File: config.mk
export PLATFORM = sky130hd
export DESIGN_NAME = logbuf_arb
export DESIGN_NICKNAME = d
export VERILOG_FILES = /design/src/rtl/logbuf_arb.sv
export SDC_FILE = /design/constraint.sdc
export NUM_CORES = 1
export LEC_CHECK = 0
export CAP_MARGIN = 5
export CORE_MARGIN = 1
export CORE_UTILIZATION = 44
export CTS_CLUSTER_SIZE = 24
export DETAILED_ROUTE_END_ITERATION = 7
export PLACE_DENSITY = 0.86
export SLEW_MARGIN = 20
export SYNTH_ARGS = -nofsm -noshare
export SYNTH_HDL_FRONTEND = slang
export SYNTH_SLANG_ARGS = --single-unit
File: constraint.sdc
create_clock -name i_clk -period 4.3 [get_ports i_clk]
set_clock_uncertainty 0.05 [all_clocks]
set_input_delay 0.43 -clock i_clk [delete_from_list [all_inputs] [get_ports i_clk]]
set_output_delay 0.43 -clock i_clk [all_outputs]
set_load 0.01 [all_outputs]
File: src/rtl/logbuf_arb.sv
// Log buffer sequencer: arbitrates the shared stb/we/addr port between the CPU and hardware
// event sources, writes hardware records into the ring and tracks shadow put/get indices.
module logbuf_arb #(
    parameter int NUM_REQ     = 2,
    parameter int NUM_ENTRIES = 32,
    parameter int REC_BYTES   = 4
) (
    input  logic                  i_clk,
    input  logic                  i_rst,
    input  logic                  i_cpu_stb,
    input  logic                  i_cpu_we,
    input  logic                  i_cpu_addr,
    input  logic [31:0]           i_cpu_din,
    output logic [31:0]           o_cpu_dout,
    output logic                  o_cpu_ack,
    input  logic [NUM_REQ-1:0]    i_hw_req,
    input  logic [32*NUM_REQ-1:0] i_hw_data,
    output logic [NUM_REQ-1:0]    o_hw_gnt,
    output logic                  o_lb_stb,
    output logic                  o_lb_we,
    output logic                  o_lb_addr,
    output logic [31:0]           o_lb_din,
    input  logic [31:0]           i_lb_dout,
    output logic [7:0]            o_ovf_cnt,
    output logic                  o_busy
);
    localparam int         IX_W      = (NUM_ENTRIES > 1) ? $clog2(NUM_ENTRIES) : 1;
    localparam int         RR_W      = (NUM_REQ > 1) ? $clog2(NUM_REQ) : 1;
    localparam logic [2:0] LAST_BYTE = 3'(REC_BYTES - 1);

    typedef enum logic [2:0] {
        S_IDLE    = 3'd0,
        S_CPU     = 3'd1,
        S_SET_IX  = 3'd2,
        S_WR_BYTE = 3'd3,
        S_ADVANCE = 3'd4
    } state_t;

    state_t               r_state,   w_state_nxt;
    logic                 r_lb_stb,  w_lb_stb_nxt;
    logic                 r_lb_we,   w_lb_we_nxt;
    logic                 r_lb_addr, w_lb_addr_nxt;
    logic [31:0]          r_lb_din,  w_lb_din_nxt;
    logic                 r_cpu_ack, w_cpu_ack_nxt;
    logic [31:0]          r_cpu_dout, w_cpu_dout_nxt;
    logic [NUM_REQ-1:0]   r_hw_gnt,  w_hw_gnt_nxt;
    logic                 r_busy;
    logic [IX_W-1:0]      r_put,     w_put_nxt;
    logic [IX_W-1:0]      r_get,     w_get_nxt;
    logic [7:0]           r_ovf,     w_ovf_nxt;
    logic [RR_W-1:0]      r_rr,      w_rr_nxt;
    logic [RR_W-1:0]      r_win,     w_win_nxt;
    logic [31:0]          r_rec,     w_rec_nxt;
    logic [2:0]           r_cnt,     w_cnt_nxt;

    logic [NUM_REQ-1:0]   w_req_elig;
    logic [RR_W-1:0]      w_pick;
    logic [31:0]          w_rec_sel;
    logic [IX_W-1:0]      w_put_n;
    logic [IX_W-1:0]      w_get_n;
    logic                 w_full;
    logic [7:0]           w_ovf_n;

    function automatic logic [31:0] idx_word(input logic [IX_W-1:0] put, input logic [IX_W-1:0] get);
        return {16'(put), 16'(get)};
    endfunction

    function automatic logic [7:0] byte_sel(input logic [31:0] rec, input logic [2:0] k);
        logic [7:0] b;
        case (k)
            3'd0:    b = rec[7:0];
            3'd1:    b = rec[15:8];
            3'd2:    b = rec[23:16];
            3'd3:    b = rec[31:24];
            default: b = 8'd0;
        endcase
        return b;
    endfunction

    function automatic logic [RR_W-1:0] rr_pick(input logic [NUM_REQ-1:0] req, input logic [RR_W-1:0] ptr);
        logic [RR_W-1:0] pick;
        logic            found;
        int              idx;
        pick  = ptr;
        found = 1'b0;
        for (int k = 0; k < NUM_REQ; k++) begin
            idx = (int'(ptr) + k) % NUM_REQ;
            if (!found && req[idx]) begin
                pick  = RR_W'(idx);
                found = 1'b1;
            end else begin
                pick  = pick;
            end
        end
        return pick;
    endfunction

    // A source whose grant is showing this cycle still holds its request; it must not restart.
    assign w_req_elig = i_hw_req & ~r_hw_gnt;
    assign w_pick     = rr_pick(w_req_elig, r_rr);
    assign w_rec_sel  = i_hw_data[32*w_pick +: 32];

    assign w_put_n = r_put + IX_W'(1);
    assign w_full  = (w_put_n == r_get);
    assign w_get_n = w_full ? (r_get + IX_W'(1)) : r_get;
    assign w_ovf_n = (w_full && (r_ovf != 8'd255)) ? (r_ovf + 8'd1) : r_ovf;

    // Next-state and next-output decode; all bus outputs are registered from these values.
    always_comb begin
        w_state_nxt    = r_state;
        w_lb_stb_nxt   = 1'b0;
        w_lb_we_nxt    = 1'b0;
        w_lb_addr_nxt  = 1'b0;
        w_lb_din_nxt   = 32'd0;
        w_cpu_ack_nxt  = 1'b0;
        w_cpu_dout_nxt = 32'd0;
        w_hw_gnt_nxt   = '0;
        w_put_nxt      = r_put;
        w_get_nxt      = r_get;
        w_ovf_nxt      = r_ovf;
        w_rr_nxt       = r_rr;
        w_win_nxt      = r_win;
        w_rec_nxt      = r_rec;
        w_cnt_nxt      = r_cnt;
        case (r_state)
            S_IDLE: begin
                if (i_cpu_stb && !r_cpu_ack) begin
                    w_state_nxt   = S_CPU;
                    w_lb_stb_nxt  = 1'b1;
                    w_lb_we_nxt   = i_cpu_we;
                    w_lb_addr_nxt = i_cpu_addr;
                    w_lb_din_nxt  = i_cpu_din;
                end else if (|w_req_elig) begin
                    w_state_nxt   = S_SET_IX;
                    w_win_nxt     = w_pick;
                    w_rec_nxt     = w_rec_sel;
                    w_lb_stb_nxt  = 1'b1;
                    w_lb_we_nxt   = 1'b1;
                    w_lb_addr_nxt = 1'b1;
                    w_lb_din_nxt  = idx_word(r_put, r_get);
                end else begin
                    w_state_nxt   = S_IDLE;
                end
            end
            S_CPU: begin
                w_state_nxt    = S_IDLE;
                w_cpu_ack_nxt  = 1'b1;
                w_cpu_dout_nxt = i_lb_dout;
                if (r_lb_we && r_lb_addr) begin
                    w_put_nxt = r_lb_din[16 +: IX_W];
                    w_get_nxt = r_lb_din[0 +: IX_W];
                end else begin
                    w_put_nxt = r_put;
                    w_get_nxt = r_get;
                end
            end
            S_SET_IX: begin
                w_state_nxt  = S_WR_BYTE;
                w_cnt_nxt    = 3'd0;
                w_lb_stb_nxt = 1'b1;
                w_lb_we_nxt  = 1'b1;
                w_lb_din_nxt = {24'd0, byte_sel(r_rec, 3'd0)};
            end
            S_WR_BYTE: begin
                w_lb_stb_nxt = 1'b1;
                w_lb_we_nxt  = 1'b1;
                if (r_cnt == LAST_BYTE) begin
                    w_state_nxt   = S_ADVANCE;
                    w_lb_addr_nxt = 1'b1;
                    w_lb_din_nxt  = idx_word(w_put_n, w_get_n);
                end else begin
                    w_cnt_nxt     = r_cnt + 3'd1;
                    w_lb_din_nxt  = {24'd0, byte_sel(r_rec, r_cnt + 3'd1)};
                end
            end
            S_ADVANCE: begin
                w_state_nxt  = S_IDLE;
                w_put_nxt    = w_put_n;
                w_get_nxt    = w_get_n;
                w_ovf_nxt    = w_ovf_n;
                w_hw_gnt_nxt = NUM_REQ'(1) << r_win;
                w_rr_nxt     = (r_win == RR_W'(NUM_REQ - 1)) ? RR_W'(0) : (r_win + RR_W'(1));
            end
            default: begin
                w_state_nxt = S_IDLE;
            end
        endcase
    end

    // State, shadow indices and registered outputs; reset drops any record in progress.
    always_ff @(posedge i_clk or posedge i_rst) begin
        if (i_rst) begin
            r_state    <= S_IDLE;
            r_lb_stb   <= 1'b0;
            r_lb_we    <= 1'b0;
            r_lb_addr  <= 1'b0;
            r_lb_din   <= 32'd0;
            r_cpu_ack  <= 1'b0;
            r_cpu_dout <= 32'd0;
            r_hw_gnt   <= '0;
            r_busy     <= 1'b0;
            r_put      <= '0;
            r_get      <= '0;
            r_ovf      <= 8'd0;
            r_rr       <= '0;
            r_win      <= '0;
            r_rec      <= 32'd0;
            r_cnt      <= 3'd0;
        end else begin
            r_state    <= w_state_nxt;
            r_lb_stb   <= w_lb_stb_nxt;
            r_lb_we    <= w_lb_we_nxt;
            r_lb_addr  <= w_lb_addr_nxt;
            r_lb_din   <= w_lb_din_nxt;
            r_cpu_ack  <= w_cpu_ack_nxt;
            r_cpu_dout <= w_cpu_dout_nxt;
            r_hw_gnt   <= w_hw_gnt_nxt;
            r_busy     <= (w_state_nxt != S_IDLE);
            r_put      <= w_put_nxt;
            r_get      <= w_get_nxt;
            r_ovf      <= w_ovf_nxt;
            r_rr       <= w_rr_nxt;
            r_win      <= w_win_nxt;
            r_rec      <= w_rec_nxt;
            r_cnt      <= w_cnt_nxt;
        end
    end

    assign o_lb_stb   = r_lb_stb;
    assign o_lb_we    = r_lb_we;
    assign o_lb_addr  = r_lb_addr;
    assign o_lb_din   = r_lb_din;
    assign o_cpu_ack  = r_cpu_ack;
    assign o_cpu_dout = r_cpu_dout;
    assign o_hw_gnt   = r_hw_gnt;
    assign o_ovf_cnt  = r_ovf;
    assign o_busy     = r_busy;

endmodule

-- After elaboration in Yosys (flattened, before gate mapping)
Index checks and enable logic that the tools add are counted.
- register bits after elaboration: 129
- bits in latches: 0
- memory bits (writable): 0
- bits in read-only memories: 0
- input bits: 135
- word-level logic and storage cells: 94
- memories kept: 0
- add/sub/neg operators: 6
- $mul: 0
- div/mod/pow operators: 0
- order comparisons: 2
- equal/unequal tests: 12
- shifts and indexed selects: 2
- mux-type cells: 35
- bitwise logic cells: 4
- reduce and logical (&&, ||, !) cells: 17
- operators by type and width (kind ; number):
    $pmux W32 S3 ; 1
    $mux W32 ; 2
    $shiftx A64 B7 Y32 ; 1
    $mux W21 ; 2
    $pmux W8 S4 ; 1
    $pmux W5 S2 ; 2
    $eq A3 B2 Y1 const B ; 5
    $mux W5 ; 3
    $mux W1 ; 14
    $add A5 B1 Y5 const B ; 2
    $pmux W3 S3 ; 1
    $add A8 B1 Y8 const B ; 1
    $ne A8 B8 Y1 const B ; 1
    $eq A3 B1 Y1 const B ; 2
    $logic_not A3 Y1 ; 2
    $mux W2 ; 3
    $mux W3 ; 2
    $pmux W1 S2 ; 3
    $pmux W3 S2 ; 1
    $reduce_and A2 Y1 ; 3
    $eq A5 B5 Y1 ; 1
    $logic_and A1 B1 Y1 ; 4
    $ne A2 B2 Y1 const B ; 2
    $reduce_bool A2 Y1 ; 2
    other kinds (14) ; 17

-- Longest topological paths before layout
- depth after elaboration: 9
- mapped depth: 8
- depth with buffers taken out: 7

-- Worst setup path after synthesis
Ideal clock, no wire load.
- path type: reg-to-reg
- from: register r_put[0]
- to: register r_get[3]
- library setup time: 0.126 ns
- data arrival time: 2.184 ns
- required time: 4.124 ns
- setup slack: 1.940 ns
- stages on the path, launching flop included: 7
- buffers on the path: 0
- cells stage by stage: dfrtp_1 -> ha_1 -> xor2_1 -> or2_1 -> or4_4 -> a21o_1 -> a221o_1
- longest elaborated chain between the ends: 4
- ends and longest elaborated chain (item ; line ; source):
    start: declaration ; 48 ; logic [IX_W-1:0] r_put, w_put_nxt;
    start signal: assignment ; 219 ; r_put <= w_put_nxt;
    $add A5 B1 Y5 ; 103 ; assign w_put_n = r_put + IX_W'(1);
    $eq A5 B5 Y1 ; 104 ; assign w_full = (w_put_n == r_get);
    $mux W5 ; 105 ; assign w_get_n = w_full ? (r_get + IX_W'(1)) : r_get;
    $pmux W5 S2 ; 125 ; case (r_state)
    end signal: assignment ; 220 ; r_get <= w_get_nxt;
    end: declaration ; 49 ; logic [IX_W-1:0] r_get, w_get_nxt;
No other way between the ends.
A chain may end at the register's enable or synchronous reset.

-- Final worst setup path
- from: register r_put[0]
- to: register r_get[2]
The elaborated chain is that of the path after synthesis.

==> impl_metrics.py <==
metrics = {
    "grt": {
        "antenna_found_initial": 0,
        "grt_overflow": 0,
        "grt_max_degree": 92,
        "grt_usage_pct": 24.0,
        "grt_pass1_wl_mm": 23.7,
        "grt_pass1_vias": 4798,
    },
    "sta": {
        "worstMarginPinSlew_ns": 0.976,
        "setup_tns_ns": 0,
        "rsz0062_at_grt": "no",
        "min_period_ns": 2.78,
        "clock.fmax_mhz": 360,
        "drv_slew": 0,
        "slew_headroom_pct": 34.9,
        "setup_violations": 0,
        "layout_setup_ws_ns": 1.52,
        "period_share_pct": 64.7,
        "hold_violations": 0,
    },
    "floorplanning": {
        "rows": 40,
        "die_h_um": 115,
        "start_util_pct": 46.0,
        "dieArea_mm2": 0.0133,
        "core_area_mm2": 0.0123,
        "ioPinCount": 214,
        "dieWidth_um": 115,
    },
    "worst_hold_path": {
        "hold_path.class": "flip-flop to flip-flop",
    },
    "setup_path": {
        "cp_data_required_time_ns": 4.50,
        "cp-start-kind": "flip-flop",
        "critPathKind": "flip-flop to flip-flop",
        "crit_fanout": 15,
        "crit_path_end_kind": "flip-flop",
        "cp.arrival_ns": 2.98,
    },
    "synth": {
        "yosysUniqueCellTypes": 48,
        "syn-instance-count": 511,
        "synth_top_area_share_pct": 57.2,
        "synth_top_area_cell": "dfrtp_1",
        "ys_seq_area_share_pct": 57.2,
        "synth-edff-count": 0,
        "synthTopCellsByCount": "dfrtp_1 (129), nand2_1 (55), o21ai_0 (48)",
        "ys_seq_elements": 129,
        "synth_area_mm2": 0.00564,
        "syn_avg_cell_area_um2": 11.0,
        "ys_top_cells_by_area": "dfrtp_1 (57%), mux2i_1 (6.0%), o21ai_0 (4.3%)",
        "ys_warn_count": 0,
        "synth_nets": 655,
        "async_flop_share_pct": 100,
        "yosysMostFrequentCell": "dfrtp_1",
        "synth_ff_type": "dfrtp_1",
    },
    "drt": {
        "totalWireLength_mm": 15.0,
        "first_pass_iters": 5,
        "wire_per_inst_um": 16.7,
        "drc": 0,
        "drtIter0Drc": 286,
        "ant_nets": 0,
        "viasPerCell": 5.29,
        "vias": 4743,
    },
    "job": {
        "maxCapViolCount": 0,
    },
    "pwr": {
        "power.density_mw_per_mm2": 579,
        "power.leakage_nw": 3.95,
        "ir_drop_uv": 296,
    },
    "finish": {
        "drive_above_1_share_pct": 6.72,
        "syn_to_final_growth_pct": 51.8,
        "n_antenna_cell": 0,
        "nets": 861,
        "num-fill-cells": 903,
    },
    "clock_network": {
        "ctsRootBufferMaster": "clkbuf_16",
        "cts_made_buffers": 17,
        "cts_buffer_depth": 2,
        "cts.clk_slew.worst_paths_ns": 0.05,
        "cts_sinks": 129,
        "hold_buffers": 0,
        "cts_resized": 0,
        "post_cts.repair.setup_buffers": 0,
        "cts_tree": "yes",
        "clock_latency_ns": 0.42,
        "cts-htree-levels": 4,
    },
    "placement": {
        "portBuffers": 213,
        "dp_hpwl_mm": 11.0,
        "place_ws_ns": 1.56,
        "gp_congestion": 0.865,
    },
    "status": {
        "run_status": "completed",
    },
}
[stage by stage]
stage | std cells | utilization [%] | hold WS, ns | area [µm²] | total power [mW]
6_report | 897 | 69.8 | 0.403 | 8560 | 4.96
5_1_grt | 897 | 69.8 | 0.425 | 8560 | 5.23
4_1_cts | 897 | 69.8 | 0.408 | 8560 | 4.98
3_5_place_dp | 866 | 64.6 | 0.401 | 7920 | 3.43
3_3_place_gp | 866 | 64.6 | 0.393 | 7920 | 3.35
2_1_floorplan | 511 | - | 0.362 | 5640 | 2.72
[sequential cells by signal (all words and copies together) (netlist names)]
signal / flops
o_cpu_dout: 32
o_lb_din: 32
r_rec: 32
o_ovf_cnt: 8
r_get: 5
r_put: 5
r_cnt: 3
r_state: 3
o_hw_gnt: 2
o_busy: 1
o_cpu_ack: 1
o_lb_addr: 1
o_lb_stb: 1
o_lb_we: 1
r_rr: 1
r_win: 1
[critical path, stage by stage (launching register included)]
cell       delay, ns
dfrtp_1         0.46
ha_1            0.31
nand3_1         0.18
xnor2_1         0.20
nand4bb_1       0.58
o311ai_0        0.61
o311ai_0        0.23
[area by class of cell]
| type | instances | area (µm²) | share of cell area (%) |
|---|---|---|---|
| clock buffer | 21 | 480 | 5.61 |
| sequential | 129 | 3230 | 37.7 |
| clock inverter | 10 | 156 | 1.83 |
| multi-input combinational | 344 | 2270 | 26.5 |
| timing repair buffer | 218 | 2180 | 25.5 |
| inverter | 7 | 31.3 | 0.365 |
| tap | 168 | 210 | 2.46 |
[path summary, 6_finish.rpt]
check / endpoint / cells after the start / from / slack (ns)
max: r_get[2]$_DFFE_PP0P_ / 6 / r_put[0]$_DFFE_PP0P_ / 1.52
min: o_hw_gnt[0]$_DFF_PP0_ / 1 / r_win$_DFFE_PP0P_ / 0.40
max reg2reg: r_get[2]$_DFFE_PP0P_ / 6 / r_put[0]$_DFFE_PP0P_ / 1.52
min reg2reg: o_hw_gnt[0]$_DFF_PP0_ / 1 / r_win$_DFFE_PP0P_ / 0.40
max in group asynchronous: r_rec[30]$_DFFE_PP0P_ / 3 / i_rst / 3.01
min in group asynchronous: o_cpu_dout[25]$_DFF_PP0_ / 2 / i_rst / 0.51
[metal layers]
| metal | routed length [µm] | global-route usage (%) |
|---|---|---|
| met3 | 1310 | 8.07 |
| met5 | 0 | 0 |
| met2 | 7780 | 41.5 |
| met4 | 207 | 8.31 |
| met1 | 5690 | 27.8 |
[cells by family after synthesis]
family | share of synthesized area [%]
DFF | 57.2
muxes | 6.83
xor gates and xnor gates | 2.33
buffers and inverters | 2.71
AOI/OAI and AO/OA | 11.8
adders and majority gates | 2.17
and+or+nand+nor | 16.9
[report_power, final]
group	internal, mW	switching, mW	total (mW)	leakage, nW
Clock	1.02	0.505	1.53	0.315
Combinational	0.791	0.819	1.61	1.93
Sequential	1.56	0.255	1.82	1.70
[cell usage in the layout (no fill, tap or decap), drive strengths merged, types with 10 or more instances in the layout]
cell type / count
clkbuf: 21
and3: 22
o21ai: 48
nand2: 55
nand3: 10
mux2i: 34
and2: 35
nor2: 27
xor2: 10
dfrtp: 129
clkdlybuf4s50: 213
Power figures use the tool's default switching activity.
